==> src/rtl/pipeline_hazard_ctrl.sv <==
`default_nettype none
// ============================================================================
// Module   : pipeline_hazard_ctrl
// Purpose  : Stall/flush sequencer for the 5-stage RV64 pipeline (load-use,
//            branch squash, data-memory freeze). Optional perf counters are
//            built when PERF_COUNTERS_EN is defined.
// Revision : 1.0 - initial release
// ============================================================================
module pipeline_hazard_ctrl #(
   parameter int LU_BUBBLES = 1,
   parameter int REG_AW     = 5,
   parameter int CNT_W      = 32
) (
   input  logic              clk,
   input  logic              reset,
   input  logic [REG_AW-1:0] id_rs1,
   input  logic [REG_AW-1:0] id_rs2,
   input  logic              id_uses_rs2,
   input  logic [REG_AW-1:0] ex_rd,
   input  logic              ex_mem_read,
   input  logic              ex_branch_taken,
   input  logic              mem_req,
   input  logic              mem_ready,
   output logic              pc_write,
   output logic              ifid_write,
   output logic              ifid_flush,
   output logic              idex_bubble,
   output logic              idex_flush,
   output logic              pipe_freeze,
   output logic              stall,
   output logic              flush,
   output logic [CNT_W-1:0]  stall_cycles,
   output logic [CNT_W-1:0]  flush_events
);

   localparam logic [1:0] c_st_run   = 2'd0;
   localparam logic [1:0] c_st_lu    = 2'd1;
   localparam logic [1:0] c_st_mem   = 2'd2;

   localparam logic [1:0] c_md_norm  = 2'd0;
   localparam logic [1:0] c_md_stall = 2'd1;
   localparam logic [1:0] c_md_flush = 2'd2;
   localparam logic [1:0] c_md_frz   = 2'd3;

   localparam logic [1:0] c_lu_init  = 2'(LU_BUBBLES - 1);

   logic [1:0] r_state;
   logic [1:0] r_saved;
   logic [1:0] r_lu_cnt;
   logic [1:0] w_state_nxt;
   logic [1:0] w_saved_nxt;
   logic [1:0] w_lu_cnt_nxt;
   logic [1:0] w_eff;
   logic [1:0] w_mode;
   logic       w_hazard;
   logic       w_mem_busy;

   assign w_hazard = ex_mem_read && (ex_rd != '0) &&
                     ((ex_rd == id_rs1) || (id_uses_rs2 && (ex_rd == id_rs2)));
   assign w_mem_busy = mem_req && !mem_ready;

   // In the mem_ready cycle the frozen state is already thawed and behaves as
   // the state saved on entry, so a held branch or pending stall acts at once.
   assign w_eff = ((r_state == c_st_mem) && mem_ready) ? r_saved : r_state;

   always_ff @(posedge clk or negedge reset) begin
      if (!reset) begin
         r_state  <= c_st_run;
         r_saved  <= c_st_run;
         r_lu_cnt <= 2'd0;
      end else begin
         r_state  <= w_state_nxt;
         r_saved  <= w_saved_nxt;
         r_lu_cnt <= w_lu_cnt_nxt;
      end
   end

   always_comb begin
      w_state_nxt  = r_state;
      w_saved_nxt  = r_saved;
      w_lu_cnt_nxt = r_lu_cnt;
      w_mode       = c_md_norm;
      if ((r_state == c_st_mem) && !mem_ready) begin
         w_mode = c_md_frz;
      end else begin
         case (w_eff)
            c_st_run: begin
               w_state_nxt = c_st_run;
               if (w_mem_busy) begin
                  w_mode      = c_md_frz;
                  w_state_nxt = c_st_mem;
                  w_saved_nxt = c_st_run;
               end else if (ex_branch_taken) begin
                  w_mode = c_md_flush;
               end else if (w_hazard) begin
                  w_mode       = c_md_stall;
                  w_lu_cnt_nxt = c_lu_init;
                  w_state_nxt  = (c_lu_init != 2'd0) ? c_st_lu : c_st_run;
               end
            end
            c_st_lu: begin
               if (w_mem_busy) begin
                  w_mode      = c_md_frz;
                  w_state_nxt = c_st_mem;
                  w_saved_nxt = c_st_lu;
               end else if (ex_branch_taken) begin
                  w_mode       = c_md_flush;
                  w_lu_cnt_nxt = 2'd0;
                  w_state_nxt  = c_st_run;
               end else begin
                  w_mode       = c_md_stall;
                  w_lu_cnt_nxt = r_lu_cnt - 2'd1;
                  w_state_nxt  = (r_lu_cnt <= 2'd1) ? c_st_run : c_st_lu;
               end
            end
            default: begin
               w_state_nxt  = c_st_run;
               w_lu_cnt_nxt = 2'd0;
            end
         endcase
      end
   end

   always_comb begin
      pc_write    = 1'b0;
      ifid_write  = 1'b0;
      ifid_flush  = 1'b0;
      idex_bubble = 1'b0;
      idex_flush  = 1'b0;
      pipe_freeze = 1'b0;
      stall       = 1'b0;
      flush       = 1'b0;
      if (reset) begin
         case (w_mode)
            c_md_frz: begin
               pipe_freeze = 1'b1;
               stall       = 1'b1;
            end
            c_md_flush: begin
               pc_write   = 1'b1;
               ifid_write = 1'b1;
               ifid_flush = 1'b1;
               idex_flush = 1'b1;
               flush      = 1'b1;
            end
            c_md_stall: begin
               idex_bubble = 1'b1;
               stall       = 1'b1;
            end
            default: begin
               pc_write   = 1'b1;
               ifid_write = 1'b1;
            end
         endcase
      end
   end

`ifdef PERF_COUNTERS_EN
   logic [CNT_W-1:0] r_stall_cycles;
   logic [CNT_W-1:0] r_flush_events;

   always_ff @(posedge clk or negedge reset) begin
      if (!reset) begin
         r_stall_cycles <= '0;
         r_flush_events <= '0;
      end else begin
         if (stall && (r_stall_cycles != '1))
            r_stall_cycles <= r_stall_cycles + CNT_W'(1);
         if (flush && (r_flush_events != '1))
            r_flush_events <= r_flush_events + CNT_W'(1);
      end
   end

   assign stall_cycles = r_stall_cycles;
   assign flush_events = r_flush_events;
`else
   assign stall_cycles = '0;
   assign flush_events = '0;
`endif

endmodule
`default_nettype wire
==> config.mk <==
export PLATFORM = sky130hd
export DESIGN_NAME = pipeline_hazard_ctrl
export DESIGN_NICKNAME = d
export VERILOG_FILES = /design/src/rtl/pipeline_hazard_ctrl.sv
export SDC_FILE = /design/constraint.sdc
export NUM_CORES = 1
export LEC_CHECK = 0
export ABC_AREA = 1
export BUFFER_PORTS_ARGS = -buffer_cell sky130_fd_sc_hd__buf_2
export CAP_MARGIN = 25
export CORE_ASPECT_RATIO = 1.4
export CORE_MARGIN = 3
export CORE_UTILIZATION = 35
export CTS_CLUSTER_DIAMETER = 40
export DETAILED_ROUTE_END_ITERATION = 12
export GPL_TIMING_DRIVEN = 0
export PLACE_DENSITY = 0.78
export RECOVER_POWER = 25
export SLEW_MARGIN = 20
export SYNTH_ARGS = -nofsm -noshare
export SYNTH_HDL_FRONTEND = slang
export SYNTH_SLANG_ARGS = --single-unit
==> constraint.sdc <==
create_clock -name clk -period 1.1 [get_ports clk]
set_input_delay 0 -clock clk [delete_from_list [all_inputs] [get_ports clk]]
set_output_delay 0 -clock clk [all_outputs]
set_load 0.005 [all_outputs]
==> summary.txt <==
Outcome
  • Status: finished with violations
  • Failing checks: negative setup slack

Power and ir drop
  • Overall power: 1.03 mW
  • Max VDD drop: 0.000449 V
  • Power Density: 626 nW/um^2
  • Leak: 1.11 nW

Timing
  • RSZ-0062 raised after global routing: true
  • Endpoints failing setup: 11
  • Sum Neg Setup Slack: -3.21 ns
  • Period utilization: 139%
  • Fmax: 654 MHz
  • Period minus WS final: 1.53 ns
  • Final slew viol count: 0
  • Final WS setup: -0.430 ns
  • Final Hold Vio Count: 0
  • Worst Skew: 0.00166 ns

Detailed routing
  • ANT nets after route: 0
  • WL final: 2250 um
  • DRT iter0 DRCs: 6
  • DRC: 0
  • DRT Pass-1 Iters: 4
  • Via Count: 1054
  • WL per Instance: 7.20 um
  • Via-per-instance ratio: 3.38

Worst setup path
  • Crit. End Element: output port
  • Worst R2R End: r_lu_cnt[1]
  • Reg2reg start: r_state[0]
  • Crit-path max FO: 3
  • Reg2reg setup slack: -0.14 ns
  • R2R cell count: 8
  • CP arrival: 1.53 ns
  • Required @ worst endpoint: 1.10 ns
  • Type of the worst setup path: reg2out
  • Worst setup SP type: flop

Synthesis
  • Yosys top cell area share: 46.3%
  • Mapped cell area: 1090 um^2
  • Syn_area_per_cell: 6.17 um^2
  • Post-Syn Instances: 176
  • Yosys warnings: 0
  • Distinct cells, synth: 17
  • #FFs+latches synth: 5
  • Post-synthesis sequential area ratio: 11.5%
  • Area leader, netlist: buf_4
  • Synth area leaders: buf_4 46%, nand2_1 12%, dfrtp_1 12%

Cells and area
  • Layout cells sized above 1: 47.6%
  • Synthesis-to-layout area growth: 51.3%
  • Post-route design area: 1640 um^2
  • Layout Cells excl Fill: 312
  • Diode count: 0
  • Fin nets: 298

Placed design
  • Post-DP HPWL: 1960 um
  • Post-DP Area: 1540 um^2
  • Port bufs: 29
  • Placed cells: 305
  • Routability cong.: 0.823

CTS
  • Worst-path clk slew: 0.04 ns
  • Max clock buf depth: 2
  • Clock sinks: 5
  • CTS Root Buffer Type: clkbuf_8
  • H-tree depth: 1
  • Worst skew pair latency: 0.22 ns
  • CTS tree: yes
  • TritonCTS buffer count: 3

GRT
  • Initial antenna violation count: 0
  • Grt total ovfl: 0
  • First-pass GRT wire length: 3280 um
  • Vias in the first global route: 903
  • Overall routing resource usage: 11.2%
  • Largest net degree at the start of global routing: 6

Floorplanning
  • I/O pins: 94
  • Die area: 3820 um^2
  • Die Width: 53.1 um
  • Rows: 23
  • Core region area: 2910 um^2
  • Die span in y: 71.9 um
  • Starting density of the core: 37.4%

Min path
  • Hold Crit Depth: 4
  • Hold Path Sink: r_lu_cnt[0]
  • Worst Hold Class: in2reg
  • Hold Crit Start: ex_branch_taken

Run
  • Max Cap Viol: 0
[layout by cell type (no fill, tap or decap)]
cell type,Yosys,layout
o21ai_1,5,3
inv_2,9,9
nand3_2,0,1
nand2_4,0,1
clkbuf_1,0,1
nand3_1,5,4
buf_4,67,69
buf_6,0,1
conb_1,1,64
nor2_4,1,3
a31oi_4,0,1
dfrtp_1,5,4
nor2_1,14,12
nand2_1,36,34
xnor2_1,2,2
inv_1,16,16
nor3_2,0,1
dlygate4sd3_1,0,1
clkinv_1,2,2
nor2_2,4,4
dfrtp_2,0,1
buf_2,0,28
o21ai_2,0,2
clkbuf_8,0,3
nand2_2,6,7
nand4_1,1,1
[final cells by class]
class / count / area, um^2
Fill cell: 299 / 1260
Multi-Input combinational cell: 140 / 644
Buffer: 67 / 503
Timing Repair Buffer: 32 / 176
Sequential cell: 5 / 126
Inverter: 27 / 101
Tap cell: 37 / 46.3
Clock buffer: 4 / 45.0
[layer usage]
layer	share of wire, %	global-route usage, %
met5	0	0
met3	14	2.87
met4	1.6	7.39
met1	30	9.06
met2	54	22.1
[critical path: stages, from the launching register on]
cell and delay, ns:
dfrtp_2 0.43, a31oi_4 0.21, nor2_4 0.07, o21ai_2 0.06, nand2_1 0.07, inv_2 0.07, nand3_2 0.08, nor2_4 0.12
buf_4 0.10, buf_2 0.09
[how the worst max path moves through the flow]
| stage | start | end | slack, ns |
|---|---|---|---|
| floorplan | r_state[0] | idex_flush | -0.07 |
| global placement | r_state[0] | ifid_flush | -0.21 |
| detailed placement | r_state[0] | idex_flush | -0.24 |
| CTS | r_state[1] | idex_flush | -0.43 |
| global route | r_state[1] | ifid_flush | -0.55 |
| finish | r_state[0] | idex_flush | -0.43 |
[through the flow]
stage	hold WS, ns	util, %	setup slack [ns]
6_report	0.0774	56.5	-0.430
2_1_floorplan	-0.296	-	-0.0712
3_3_place_gp	-0.160	53.1	-0.208
3_5_place_dp	-0.158	53.1	-0.237
4_1_cts	0.0777	55.7	-0.431
5_1_grt	0.118	56.5	-0.546
[cells by family after synthesis]
logic type	Yosys count	synth area share (%)
flops	5	11.5
other cells	1	0.345
buf+inv	94	55.6
xor+xnor	2	1.61
compound gates	6	3.46
simple gates	68	27.4
[Yosys cell counts]
cell       n
nor2_2     4
conb_1     1
buf_4     67
o21ai_1    5
nor2_1    14
inv_1     16
xnor2_1    2
nand2_1   36
nor3_1     1
inv_2      9
nand4_1    1
nand2_2    6
dfrtp_1    5
clkinv_1   2
nor2_4     1
nand3_1    5
a31oi_2    1
[what timing repair did]
action	CTS	global route
buffers inserted	1	1
endpoints found under the setup margin	10	12
gates resized for setup	4	4
hold buffers	1	0
hold endpoints to repair	5	0
pin swaps	7	4
[power by group]
part | switching (mW) | total [mW] | internal [mW]
Combinational | 0.229 | 0.493 | 0.263
Clock | 0.0921 | 0.341 | 0.249
Sequential | 0.00612 | 0.195 | 0.189
[sequential cells by signal, summed over array words and instances, names as in the netlist]
name      cells
r_lu_cnt      2
r_saved       1
r_state       2
No activity file was read; power rests on OpenSTA's default activity.
